**config.mk**
```make
export PLATFORM = sky130hd
export DESIGN_NAME = step_pulse_meter_flat
export DESIGN_NICKNAME = d
export VERILOG_FILES = /design/src/rtl/step_pulse_meter_if.sv /design/src/rtl/step_pulse_meter.sv /design/src/flat_wrapper.sv
export SDC_FILE = /design/constraint.sdc
export NUM_CORES = 1
export LEC_CHECK = 0
export ABC_AREA = 1
export CELL_PAD_IN_SITES_DETAIL_PLACEMENT = 0
export CELL_PAD_IN_SITES_GLOBAL_PLACEMENT = 2
export CORE_UTILIZATION = 33
export CTS_CLUSTER_DIAMETER = 40
export DETAILED_ROUTE_END_ITERATION = 10
export PLACE_DENSITY = 0.85
export SLEW_MARGIN = 25
export SYNTH_ARGS = -nofsm -noshare
export SYNTH_HDL_FRONTEND = slang
export SYNTH_SLANG_ARGS = --single-unit
```
**constraint.sdc**
```tcl
create_clock -name clk -period 3.2 [get_ports clk]
set_input_delay 0.64 -clock clk [delete_from_list [all_inputs] [get_ports clk]]
set_output_delay 0.64 -clock clk [all_outputs]
set_load 0.005 [all_outputs]
```
**src/rtl/step_pulse_meter_if.sv**
```systemverilog
// Signal bundle between a step/direction source and the step pulse meter.
// The master drives the raw step/dir lines and the clear strobe; the meter answers with its measurements.
interface step_pulse_meter_if #(
    parameter int SIZE  = 16,
    parameter int POS_W = 24
);
    logic             step_in;
    logic             dir_in;
    logic             clr_pos;
    logic [SIZE-1:0]  period;
    logic [SIZE-1:0]  width;
    logic             period_valid;
    logic [POS_W-1:0] position;
    logic             stalled;

    modport master (
        output step_in, dir_in, clr_pos,
        input  period, width, period_valid, position, stalled
    );

    modport slave (
        input  step_in, dir_in, clr_pos,
        output period, width, period_valid, position, stalled
    );
endinterface

```
**src/rtl/step_pulse_meter.sv**
```systemverilog
// Receive-side step/direction monitor: measures step period and pulse width,
// tracks signed motor position and flags a stall when steps stop arriving.
module step_pulse_meter #(
    parameter int SIZE    = 16,
    parameter int POS_W   = 24,
    parameter int TIMEOUT = 50000
) (
    input  logic                clk,
    input  logic                rst,
    step_pulse_meter_if.slave   bus
);
    typedef enum logic [0:0] {
        IDLE = 1'b0,
        RUN  = 1'b1
    } state_t;

    localparam logic [SIZE-1:0]  CNT_ONE   = {{(SIZE-1){1'b0}}, 1'b1};
    localparam logic [SIZE-1:0]  CNT_MAX   = {SIZE{1'b1}};
    localparam logic [SIZE-1:0]  TIMEOUT_C = SIZE'(TIMEOUT);
    localparam logic [POS_W-1:0] POS_ONE   = {{(POS_W-1){1'b0}}, 1'b1};

    state_t           state_q, state_d;
    logic [2:0]       step_sync_q, step_sync_d;
    logic [1:0]       dir_sync_q, dir_sync_d;
    logic [SIZE-1:0]  cnt_q, cnt_d;
    logic [SIZE-1:0]  hcnt_q, hcnt_d;
    logic [SIZE-1:0]  period_q, period_d;
    logic [SIZE-1:0]  width_q, width_d;
    logic             period_valid_q, period_valid_d;
    logic             stalled_q, stalled_d;
    logic [POS_W-1:0] position_q, position_d;
    logic             rise_s, fall_s, dir_s;

    // Synchronizer shift and edge detection on the second/third stages
    always_comb begin
        step_sync_d = {step_sync_q[1:0], bus.step_in};
        dir_sync_d  = {dir_sync_q[0], bus.dir_in};
        rise_s      = step_sync_q[1] & ~step_sync_q[2];
        fall_s      = ~step_sync_q[1] & step_sync_q[2];
        dir_s       = dir_sync_q[1];
    end

    // Period / stall state machine; a rise always beats the timeout
    always_comb begin
        state_d        = state_q;
        cnt_d          = cnt_q;
        period_d       = period_q;
        period_valid_d = 1'b0;
        stalled_d      = stalled_q;
        case (state_q)
            IDLE: begin
                if (rise_s) begin
                    cnt_d     = CNT_ONE;
                    stalled_d = 1'b0;
                    state_d   = RUN;
                end else begin
                    cnt_d = cnt_q;
                end
            end
            RUN: begin
                if (rise_s) begin
                    period_d       = cnt_q;
                    period_valid_d = 1'b1;
                    cnt_d          = CNT_ONE;
                end else if (cnt_q == TIMEOUT_C) begin
                    stalled_d = 1'b1;
                    state_d   = IDLE;
                end else begin
                    cnt_d = cnt_q + CNT_ONE;
                end
            end
            default: begin
                state_d = IDLE;
            end
        endcase
    end

    // High-time counter (saturating) and width capture on the falling edge
    always_comb begin
        if (rise_s) begin
            hcnt_d = CNT_ONE;
        end else if (step_sync_q[1] && (hcnt_q != CNT_MAX)) begin
            hcnt_d = hcnt_q + CNT_ONE;
        end else begin
            hcnt_d = hcnt_q;
        end
        if (fall_s) begin
            width_d = hcnt_q;
        end else begin
            width_d = width_q;
        end
    end

    // Position tracking; a coincident clear swallows the step
    always_comb begin
        if (bus.clr_pos) begin
            position_d = {POS_W{1'b0}};
        end else if (rise_s) begin
            position_d = dir_s ? (position_q + POS_ONE) : (position_q - POS_ONE);
        end else begin
            position_d = position_q;
        end
    end

    // State and output registers
    always_ff @(posedge clk) begin
        if (rst) begin
            state_q        <= IDLE;
            step_sync_q    <= 3'b000;
            dir_sync_q     <= 2'b00;
            cnt_q          <= {SIZE{1'b0}};
            hcnt_q         <= {SIZE{1'b0}};
            period_q       <= {SIZE{1'b0}};
            width_q        <= {SIZE{1'b0}};
            period_valid_q <= 1'b0;
            stalled_q      <= 1'b1;
            position_q     <= {POS_W{1'b0}};
        end else begin
            state_q        <= state_d;
            step_sync_q    <= step_sync_d;
            dir_sync_q     <= dir_sync_d;
            cnt_q          <= cnt_d;
            hcnt_q         <= hcnt_d;
            period_q       <= period_d;
            width_q        <= width_d;
            period_valid_q <= period_valid_d;
            stalled_q      <= stalled_d;
            position_q     <= position_d;
        end
    end

    assign bus.period       = period_q;
    assign bus.width        = width_q;
    assign bus.period_valid = period_valid_q;
    assign bus.position     = position_q;
    assign bus.stalled      = stalled_q;
endmodule

```
**src/flat_wrapper.sv**
```systemverilog
// flat-port wrapper written by rule: the top's interface ports become plain ports
module step_pulse_meter_flat 
#(
    parameter int SIZE    = 16,
    parameter int POS_W   = 24,
    parameter int TIMEOUT = 50000
)
  (clk, rst, bus_step_in, bus_dir_in, bus_clr_pos, bus_period, bus_width, bus_period_valid, bus_position, bus_stalled);
  step_pulse_meter_if #(.SIZE(SIZE), .POS_W(POS_W)) bus_i ();
  input  logic clk;
  input  logic rst;
  input wire logic [$bits(bus_i.step_in)-1:0] bus_step_in;
  input wire logic [$bits(bus_i.dir_in)-1:0] bus_dir_in;
  input wire logic [$bits(bus_i.clr_pos)-1:0] bus_clr_pos;
  output wire logic [$bits(bus_i.period)-1:0] bus_period;
  output wire logic [$bits(bus_i.width)-1:0] bus_width;
  output wire logic [$bits(bus_i.period_valid)-1:0] bus_period_valid;
  output wire logic [$bits(bus_i.position)-1:0] bus_position;
  output wire logic [$bits(bus_i.stalled)-1:0] bus_stalled;
  assign bus_i.step_in = bus_step_in;
  assign bus_i.dir_in = bus_dir_in;
  assign bus_i.clr_pos = bus_clr_pos;
  assign bus_period = bus_i.period;
  assign bus_width = bus_i.width;
  assign bus_period_valid = bus_i.period_valid;
  assign bus_position = bus_i.position;
  assign bus_stalled = bus_i.stalled;
  step_pulse_meter #(.SIZE(SIZE), .POS_W(POS_W), .TIMEOUT(TIMEOUT)) u_core (.clk(clk), .rst(rst), .bus(bus_i));
endmodule
```
==> flow_summary.json <==
{
  "crit_fanout": 23,
  "final_cells": 1191,
  "hold_ws_ps": 398,
  "insertedDiodeCount": 0,
  "cts_sinks": 96,
  "finalHoldViolCount": 0,
  "skew_ps": 9.69,
  "grt_max_degree": 32,
  "routabilityCongestion": 0.807,
  "cellLeakagePower_nw": 3.06,
  "required_ps": 3450,
  "dp_hpwl_um": 12100,
  "overflow": 0,
  "antenna_found_initial": 0,
  "die_y_um": 134,
  "maxSlewViolCount": 0,
  "status": "finished, final reports clean",
  "cts-root-buf": "clkbuf_16",
  "start_util_pct": 34.2,
  "synth_area_leaders": "dfxtp_1 (34%), nand2_1 (16%), inv_1 (9.0%)",
  "top_layer_used": "met4",
  "yosys_warnings": 0,
  "totalWireLength_um": 16000,
  "startpoint_type": "flop",
  "synth_seq_area_share_pct": 33.5,
  "netlist_instances": 911,
  "h-tree-depth": 3,
  "synth_edf_count": 0,
  "layout_setup_ws_ps": 649,
  "peakVddDrop_v": 0.000274,
  "cpMaxStageDelayCell": "inv_1",
  "synthesis.area_um2": 5740,
  "synth_ff_type": "dfxtp_1",
  "min-delay-path-class": "reg -> reg",
  "core_area_um2": 16800,
  "met2_length_um": 7670,
  "place_ws_ps": 576,
  "clkLatencyLatePin_ps": 350,
  "synth_commonest_cells": "nand2_1 (239), inv_1 (138), nor2_1 (117)",
  "timing.final.crit_period_ps": 2550,
  "rsz0062_at_grt": "no",
  "setup_viol": 0,
  "wl_met3_um": 295,
  "drt-met1-wl_um": 7760,
  "endpoint_kind": "flop",
  "min-delay-start": "u_core.dir_sync_q[0]$_SDFF_PP0_",
  "p_per_area_nw_per_um2": 412,
  "wire_per_inst_um": 13.4,
  "cts_buffers": 9,
  "fin_tns_setup_ps": 0,
  "place_inst": 1175,
  "area_growth_pct": 20.1,
  "fin_crit_sh_pct": 79.7,
  "num_vias": 5514,
  "startpoint": "u_core.dir_sync_q[1]$_SDFF_PP0_",
  "worstSetupPathType": "reg -> reg",
  "viasPerCell": 4.63,
  "crit-reg2reg-launch": "u_core.dir_sync_q[1]$_SDFF_PP0_",
  "fp.dieW_um": 134,
  "clock_path_buffers": 2,
  "fmax_mhz": 392,
  "max_slew_margin_pct": 41.6,
  "cts_tree": "yes",
  "netlist-cell-type-count": 36,
  "row_count": 47,
  "path_clk_slew_ps": 70,
  "die-area_um2": 17900,
  "avgSynthCellArea_um2": 6.30,
  "grt_usage_pct": 18.9,
  "tightestPinTransition_ps": 876,
  "io_pins": 63,
  "drive_gt1_share_pct": 4.22,
  "final_nets": 997,
  "antenna_left": 0,
  "ys_async_sr_fraction_pct": 0,
  "drt_iter0_markers": 217,
  "postCtsHoldBufs": 0,
  "final_util_pct": 41.1,
  "fin_area_um2": 6890,
  "cp_data_arrival_time_ps": 2800,
  "maxCapViolations": 0,
  "placed_cell_area_um2": 6570,
  "worstPathCellList": "inv_1 > ha_1 > nand2_1 > inv_1 > a21oi_1 > inv_1 > a21oi_1 > nand2_1 > nand2_1 > nand3_1 > nand2_1 > inv_1",
  "drc": 0,
  "yosysMostFrequentCell": "nand2_1",
  "max_stage_delay_ps": 630,
  "grt_pass1_wl_um": 26800,
  "cts_resized": 0,
  "postCtsSetupBuffers": 0,
  "power.total_mw": 2.84,
  "grt_pass1_vias": 5332,
  "dr.pass1.iters": 5,
  "portBuffers": 62,
  "synth_top_area_share_pct": 33.5,
  "ys_ff_latch": 96,
  "synth_top_area_cell": "dfxtp_1",
  "syn_nets": 942
}
## placed cells by master, fill, tap and decap left out, drive strengths merged
cell type      Yosys  final
nand4             17     17
clkdlybuf4s50      0     62
nand2            242    242
o31ai              1      1
o21ai             43     43
clkinv             1      3
a21o               4      4
buf                5      7
fa                 1      1
xnor2              1      1
and3               1      1
a21oi             74     74
nor3              15     15
inv              143    144
clkbuf            20     11
nand3             77     77
nor2             121    121
ha                25     25
or2                2      2
nand3b             2      2
dfxtp             96     96
xor2              14     14
and2               4      4
bufinv             0      2
o21a               1      1
a21boi             1      1
## worst max-delay path: cells and delay by family (launching register included)
| kind | cells | cell delay, ps |
|---|---|---|
| adder cells (fa/ha/maj) | 1 | 430 |
| buffers and inverters | 4 | 780 |
| AND/OR/NAND/NOR | 5 | 410 |
| AO/OA/AOI/OAI | 2 | 480 |
| flip-flops | 1 | 320 |
## worst paths after layout
| path | endpoint | slack, ps | depth (start not counted) |
|---|---|---|---|
| min | u_core.dir_sync_q[1]$_SDFF_PP0_ | 400 | 2 |
| max | u_core.bus.position[16]$_SDFFE_PP0P_ | 650 | 12 |
| max reg2reg | u_core.bus.position[16]$_SDFFE_PP0P_ | 650 | 12 |
| min reg2reg | u_core.dir_sync_q[1]$_SDFF_PP0_ | 400 | 2 |
## logic make-up (layout without fill, tap and decap cells)
group                      count (synthesis)  in the layout  share of synthesized area (%)
AOI/OAI and AO/OA                        124            124                           11.1
and+or+nand+nor                          481            481                           35.8
xor gates and xnor gates                  15             15                           2.29
adders and majority gates                 26             26                           5.80
buffers and inverters                    169            229                           11.5
DFF                                       96             96                           33.5
## metal layers
layer,vias up,global-route usage (%)
li1,3001,-
met1,2441,24.2
met2,58,32.8
met3,14,2.12
met4,0,6.63
met5,-,0
## sequential cells by signal (all words and copies together) (netlist names)
register,flops
u_core.bus.position,24
u_core.hcnt_q,16
u_core.dir_sync_q,2
u_core.bus.width,16
u_core.cnt_q,16
u_core.step_sync_q,3
u_core.bus.period_valid,1
u_core.state_q,1
u_core.bus.stalled,1
u_core.bus.period,16
## area by class of cell
type / instances / area [µm²]
sequential: 96 / 1920
fill: 1862 / 9870
clock inverter: 5 / 78.8
multi-input combinational: 646 / 3150
inverter: 144 / 541
timing repair buffer: 69 / 673
tap: 220 / 275
clock buffer: 11 / 243
## where the power goes
group / switching [mW] / internal [mW] / leakage, nW
combinational: 0.261 / 0.138 / 2.13
sequential: 0.0183 / 1.21 / 0.777
clock: 0.496 / 0.708 / 0.160
total: 0.776 / 2.06 / 3.06
Power figures use the tool's default switching activity.
